### config.mk
export PLATFORM = sky130hd
export DESIGN_NAME = systolic_array_ctrl
export DESIGN_NICKNAME = d
export VERILOG_FILES = /design/src/rtl/systolic_array_ctrl.sv
export SDC_FILE = /design/constraint.sdc
export NUM_CORES = 1
export LEC_CHECK = 0
export CORE_AREA = 4 4 103 105
export DETAILED_ROUTE_END_ITERATION = 16
export DIE_AREA = 0 0 107 109
export DONT_BUFFER_PORTS = 1
export PLACE_DENSITY = 0.73
export RECOVER_POWER = 100
export SYNTH_ARGS = -nofsm -noshare
export SYNTH_HDL_FRONTEND = slang
export SYNTH_SLANG_ARGS = --single-unit
### constraint.sdc
create_clock -name clk -period 3.6 [get_ports clk]
set_clock_uncertainty 0.15 [all_clocks]
set_input_delay 0.72 -clock clk [delete_from_list [all_inputs] [get_ports clk]]
set_output_delay 0.72 -clock clk [all_outputs]
set_load 0.03 [all_outputs]
### src/rtl/systolic_array_ctrl.sv
// ---------------------------------------------------------------------------
// systolic_array_ctrl
//   Sequencer for a 2x2 weight-stationary systolic array. Takes one job
//   (four weights + number of input vectors), loads the weights into the
//   array, streams (x0,x1) vectors with x1 skewed one cycle behind x0, then
//   re-aligns the array's y0/y1 outputs into result pairs held in a small
//   FIFO for a valid/ready consumer.
//
// Ports
//   clk, reset            clock, synchronous active-high reset
//   cmd_*                 job request (valid/ready), weights, vector count
//   in_*                  input vector stream (valid/ready)
//   out_*                 result pair stream (valid/ready), head of FIFO
//   arr_*                 connections to the systolic array
//   done                  one-cycle pulse when a job has fully completed
//
// Handshake rule for every valid/ready pair: a transfer happens on the
// rising edge where valid && ready are both high; valid does not depend on
// ready.
// ---------------------------------------------------------------------------
module systolic_array_ctrl #(
  parameter int DATA_WIDTH  = 8,
  parameter int COUNT_WIDTH = 8,
  parameter int FIFO_DEPTH  = 4,
  parameter int LOAD_CYCLES = 1
) (
  input  logic                   clk,
  input  logic                   reset,
  input  logic                   cmd_valid,
  output logic                   cmd_ready,
  input  logic [DATA_WIDTH-1:0]  cmd_w00,
  input  logic [DATA_WIDTH-1:0]  cmd_w01,
  input  logic [DATA_WIDTH-1:0]  cmd_w10,
  input  logic [DATA_WIDTH-1:0]  cmd_w11,
  input  logic [COUNT_WIDTH-1:0] cmd_count,
  input  logic                   in_valid,
  output logic                   in_ready,
  input  logic [DATA_WIDTH-1:0]  in_x0,
  input  logic [DATA_WIDTH-1:0]  in_x1,
  output logic                   out_valid,
  input  logic                   out_ready,
  output logic [DATA_WIDTH-1:0]  out_y0,
  output logic [DATA_WIDTH-1:0]  out_y1,
  output logic                   arr_load_weights,
  output logic                   arr_start,
  output logic [DATA_WIDTH-1:0]  arr_w00,
  output logic [DATA_WIDTH-1:0]  arr_w01,
  output logic [DATA_WIDTH-1:0]  arr_w10,
  output logic [DATA_WIDTH-1:0]  arr_w11,
  output logic [DATA_WIDTH-1:0]  arr_x0,
  output logic [DATA_WIDTH-1:0]  arr_x1,
  input  logic [DATA_WIDTH-1:0]  arr_y0,
  input  logic [DATA_WIDTH-1:0]  arr_y1,
  output logic                   done
);

  localparam int PW = $clog2(FIFO_DEPTH);
  localparam int LW = (LOAD_CYCLES > 1) ? $clog2(LOAD_CYCLES) : 1;

  typedef enum logic [1:0] {IDLE, LOAD, RUN, DRAIN} state_t;
  state_t state, next_state;

  logic [LW-1:0]           load_cnt;
  logic                    load_last;
  logic [COUNT_WIDTH-1:0]  count, issued;
  logic [DATA_WIDTH-1:0]   w00_q, w01_q, w10_q, w11_q;
  logic [2:0]              tags;       // tags[k] set => vector issued k+1 cycles ago
  logic [1:0]              inflight;
  logic [DATA_WIDTH-1:0]   x1_skew;
  logic [DATA_WIDTH-1:0]   y0_d;
  logic                    accept;

  logic [2*DATA_WIDTH-1:0] fifo_mem [FIFO_DEPTH];
  logic [PW-1:0]           wr_ptr, rd_ptr;
  logic [PW:0]             fifo_count;
  logic [PW+1:0]           occupancy;
  logic                    fifo_empty, push, pop;

  assign load_last  = (load_cnt == LW'(LOAD_CYCLES - 1));
  assign inflight   = 2'(tags[0]) + 2'(tags[1]) + 2'(tags[2]);
  assign occupancy  = (PW+2)'(fifo_count) + (PW+2)'(inflight);
  assign fifo_empty = (fifo_count == '0);
  assign accept     = in_valid && in_ready;
  // y1 of a vector arrives one cycle after its y0, so the pair completes
  // when its tag reaches the last stage.
  assign push       = tags[2];
  assign pop        = out_valid && out_ready;

  // Next-state and FSM outputs
  always_comb begin
    next_state       = state;
    cmd_ready        = 1'b0;
    in_ready         = 1'b0;
    arr_load_weights = 1'b0;
    arr_start        = 1'b0;
    done             = 1'b0;
    case (state)
      IDLE: begin
        cmd_ready = 1'b1;
        if (cmd_valid) next_state = LOAD;
      end
      LOAD: begin
        arr_load_weights = 1'b1;
        if (load_last) next_state = (count == '0) ? DRAIN : RUN;
      end
      RUN: begin
        arr_start = 1'b1;
        // Never issue more than the FIFO can absorb, counting results still
        // inside the array, so a push can never meet a full FIFO.
        in_ready  = (issued < count) && (occupancy < (PW+2)'(FIFO_DEPTH));
        if (issued == count) next_state = DRAIN;
      end
      DRAIN: begin
        arr_start = 1'b1;
        if ((inflight == 2'd0) && fifo_empty) begin
          done       = 1'b1;
          next_state = IDLE;
        end
      end
      default: next_state = IDLE;
    endcase
  end

  // Control state, job registers, issue tracking, FIFO pointers
  always_ff @(posedge clk) begin
    if (reset) begin
      state      <= IDLE;
      load_cnt   <= '0;
      count      <= '0;
      issued     <= '0;
      w00_q      <= '0;
      w01_q      <= '0;
      w10_q      <= '0;
      w11_q      <= '0;
      tags       <= '0;
      x1_skew    <= '0;
      y0_d       <= '0;
      wr_ptr     <= '0;
      rd_ptr     <= '0;
      fifo_count <= '0;
    end else begin
      state <= next_state;
      if (state == IDLE && cmd_valid) begin
        w00_q    <= cmd_w00;
        w01_q    <= cmd_w01;
        w10_q    <= cmd_w10;
        w11_q    <= cmd_w11;
        count    <= cmd_count;
        issued   <= '0;
        load_cnt <= '0;
      end
      if (state == LOAD) load_cnt <= load_cnt + LW'(1);
      if (accept) issued <= issued + COUNT_WIDTH'(1);
      tags    <= {tags[1:0], accept};
      x1_skew <= accept ? in_x1 : '0;
      y0_d    <= arr_y0;
      if (push) wr_ptr <= wr_ptr + PW'(1);
      if (pop)  rd_ptr <= rd_ptr + PW'(1);
      case ({push, pop})
        2'b10:   fifo_count <= fifo_count + (PW+1)'(1);
        2'b01:   fifo_count <= fifo_count - (PW+1)'(1);
        default: fifo_count <= fifo_count;
      endcase
    end
  end

  // FIFO storage needs no reset: it is only visible through out_valid.
  always_ff @(posedge clk) begin
    if (push) fifo_mem[wr_ptr] <= {y0_d, arr_y1};
  end

  assign out_valid = !fifo_empty;
  assign out_y0    = out_valid ? fifo_mem[rd_ptr][2*DATA_WIDTH-1:DATA_WIDTH] : '0;
  assign out_y1    = out_valid ? fifo_mem[rd_ptr][DATA_WIDTH-1:0] : '0;

  assign arr_w00 = w00_q;
  assign arr_w01 = w01_q;
  assign arr_w10 = w10_q;
  assign arr_w11 = w11_q;
  assign arr_x0  = accept ? in_x0 : '0;
  assign arr_x1  = x1_skew;

endmodule

==> impl_metrics.env <==
export IMPL_synth_edf_count=64
export IMPL_relSlewSlack_pct=44.7
export IMPL_dr_first_iter_drc_count=201
export IMPL_fp_dieW_um=107
export IMPL_total_leakage_power_nw=2.31
export IMPL_dp_slack_ps=238
export IMPL_viasPerCell=5.59
export IMPL_dp_cells=604
export IMPL_ant_nets=0
export IMPL_cpMostUsedCell="and3_4"
export IMPL_rr_worst_depth=8
export IMPL_gp_congestion=0.766
export IMPL_worst_ep_arrival_time_ps=2720
export IMPL_drive_above_1_share_pct=16.4
export IMPL_numCtsBuffers=17
export IMPL_critPathSlowestCell="or4b_4"
export IMPL_cp_end_kind="output port"
export IMPL_ys_ff_latch=143
export IMPL_vias=3577
export IMPL_hold_viol=0
export IMPL_finalWorstSetupSlack_ps=8.25
export IMPL_grt_overflow_total=0
export IMPL_min_period_over_period_pct=99.8
export IMPL_ir_drop_mv=0.458
export IMPL_synth_warnings=0
export IMPL_drcViolationCount=0
export IMPL_min_path_type="in -> reg"
export IMPL_start_kind="flip-flop"
export IMPL_groute_usage_overall_pct=19.3
export IMPL_ys_seq_area_share_pct=61.0
export IMPL_final_cell_mix="nand2_1, dfxtp_1, edfxtp_1"
export IMPL_p_seq_share_pct=46.9
export IMPL_grt_pass1_vias=3502
export IMPL_hpwl_mm=7.35
export IMPL_rsz0062_at_grt="true"
export IMPL_syn_inst=490
export IMPL_finalNetCount=592
export IMPL_nFillCells=721
export IMPL_syn_nets=588
export IMPL_clk_path_buf_depth=2
export IMPL_path_clk_slew_ps=70
export IMPL_die_area_sq_um=11700
export IMPL_area_growth_pct=13.6
export IMPL_synth_area_sq_um=5740
export IMPL_hold_buffers=0
export IMPL_ys_flop_type="dfxtp_1"
export IMPL_hold_start="reset"
export IMPL_worstMarginPinSlew_ps=829
export IMPL_port_buffers=0
export IMPL_comb_power_share_pct=15.5
export IMPL_status="finished clean"
export IMPL_die_y_um=109
export IMPL_n_antenna_cell=0
export IMPL_worstReg2RegEnd="arr_x1[0]"
export IMPL_clk_latency_ps=510
export IMPL_finalSetupViolations=0
export IMPL_finalPower_mw=4.32
export IMPL_drt_first_pass_iters=4
export IMPL_root_buffer="clkbuf_8"
export IMPL_slew_viol_final=0
export IMPL_avgSynthCellArea_sq_um=11.7
export IMPL_synth_cell_type_count=46
export IMPL_initial_core_util_pct=59.6
export IMPL_antenna_found_initial=1
export IMPL_wl_per_cell_um=17.4
export IMPL_clkPwrFrac_pct=37.5
export IMPL_reg2reg_from="tags[0]"
export IMPL_cp_required_ps=2730
export IMPL_coreArea_sq_um=9640
export IMPL_instances_no_fill=640
export IMPL_whs_ps=133
export IMPL_async_reset_ff_share_pct=0
export IMPL_p_per_area_nw_per_um2=662
export IMPL_final_common_cell="nand2_1"
export IMPL_crit_chain="fa_2 -> ha_4 -> or4b_4 -> a211oi_4 -> and3_4 -> and3_4"
export IMPL_h_tree_depth=4
export IMPL_critPathLaunch="tags[0]"
export IMPL_fin_crit_ps=3590
export IMPL_fmax_mhz=278
export IMPL_wl_mm=11.1
export IMPL_crit_fanout=6
export IMPL_cts_tree="yes"
export IMPL_io_pins=147
export IMPL_placement_rows=36
export IMPL_drv_cap=0
export IMPL_fin_tns_setup_ps=0
export IMPL_p_sw_mw=1.40
export IMPL_crit_end="arr_x0[2]"
export IMPL_cts_sinks=143
export IMPL_internal_power_mw=2.92
export IMPL_grt_pass1_wl_mm=17.4
export IMPL_cpPeakStageDelay_ps=500
export IMPL_grt_max_degree=72
export IMPL_r2r_setup_slack_ps=730
export IMPL_criticalPathCategory="reg -> out"
export IMPL_p_sw_share_pct=32.4
-- kinds of logic after synthesis --
logic type	after synthesis	share of synthesized area [%]
XOR/XNOR	5	0.763
flip-flops	143	61.0
AND/OR/NAND/NOR	190	16.4
buffers and inverters	44	3.18
multiplexers	19	6.80
AO/OA/AOI/OAI	68	6.97
adder cells (fa/ha/maj)	21	4.84
-- cells in the mapped netlist, types with 3 or more instances --
cell type   n  share of area (%)
nand2_1    88                5.8
ha_1       19                4.1
o211ai_1    4               0.52
nand3_1    11               0.96
nand4_1     5               0.54
nor2b_1    11                1.2
o221ai_1    3               0.46
mux2i_1     3               0.52
and2_1     31                3.4
edfxtp_1   64                 33
buf_1       4               0.26
nor3_1      4               0.35
mux4_2     16                6.3
clkbuf_1   17                1.1
xor2_1      3               0.46
nor2_1     15               0.98
a21oi_1    46                4.0
inv_1      17                1.1
o21ai_0     5               0.44
and3_1     11                1.2
dfxtp_1    79                 28
-- worst min path at each step --
| stage | end | slack (ps) | cells past startpoint |
|---|---|---|---|
| detailed placement | count[6] | 310 | 2 |
| global route | issued[1] | 100 | 1 |
| floorplan | count[6] | 290 | 2 |
| finish | issued[1] | 130 | 1 |
| global placement | count[6] | 290 | 2 |
| CTS | issued[1] | 100 | 1 |
-- flip-flops by register name (all words and copies together), names as in the netlist, named ones only --
name / count
issued: 8
fifo_mem: 64
count: 8
load_cnt: 1
fifo_count: 3
arr_x1: 8
arr_w01: 8
state: 2
tags: 3
y0_d: 8
arr_w10: 8
arr_w00: 8
arr_w11: 8
rd_ptr: 2
wr_ptr: 2
-- routing by layer --
metal  global-route usage (%)  wire (um)
met1                     24.1       4560
met2                     31.6       5580
met3                     7.05        888
met4                     6.30         87
met5                        0          7
-- cell type report --
cell class                 count  area [sq um]  share of cell area, %
timing repair buffer          10          78.8                   1.21
multi-input combinational    304          2140                   32.9
tap                          133           166                   2.55
sequential                   143          3510                   53.7
inverter                      18          67.6                   1.04
clock inverter                15           146                   2.24
clock buffer                  17           414                   6.35
-- repair_timing --
item / in CTS / in global routing
buffers inserted: 2 / 1
pin swaps: 9 / 8
cloned: 1 / 0
resized for setup: 20 / 7
endpoints found under the setup margin: 9 / 9
-- worst max-delay path: cells and delay by family (launching register included) --
family / cells / cell delay [ps]
flops: 1 / 330
fa+ha+maj: 2 / 580
simple gates: 3 / 1030
compound gates: 1 / 280
-- power by group through the flow --
stage               logic [mW]  clock network, mW  registers (mW)
floorplan                0.535                  0            2.04
global placement         0.605                  0            2.06
detailed placement       0.629                  0            2.06
CTS                      0.655               1.64            2.03
global route             0.752               1.72            2.04
finish                   0.670               1.62            2.03
-- metrics by stage --
stage / utilization (%) / instance area, sq um
floorplan: - / 5740
global placement: 60.7 / 5850
detailed placement: 60.7 / 5850
CTS: 67.3 / 6480
global route: 67.7 / 6520
finish: 67.7 / 6520
No activity file was read; power rests on OpenSTA's default activity.
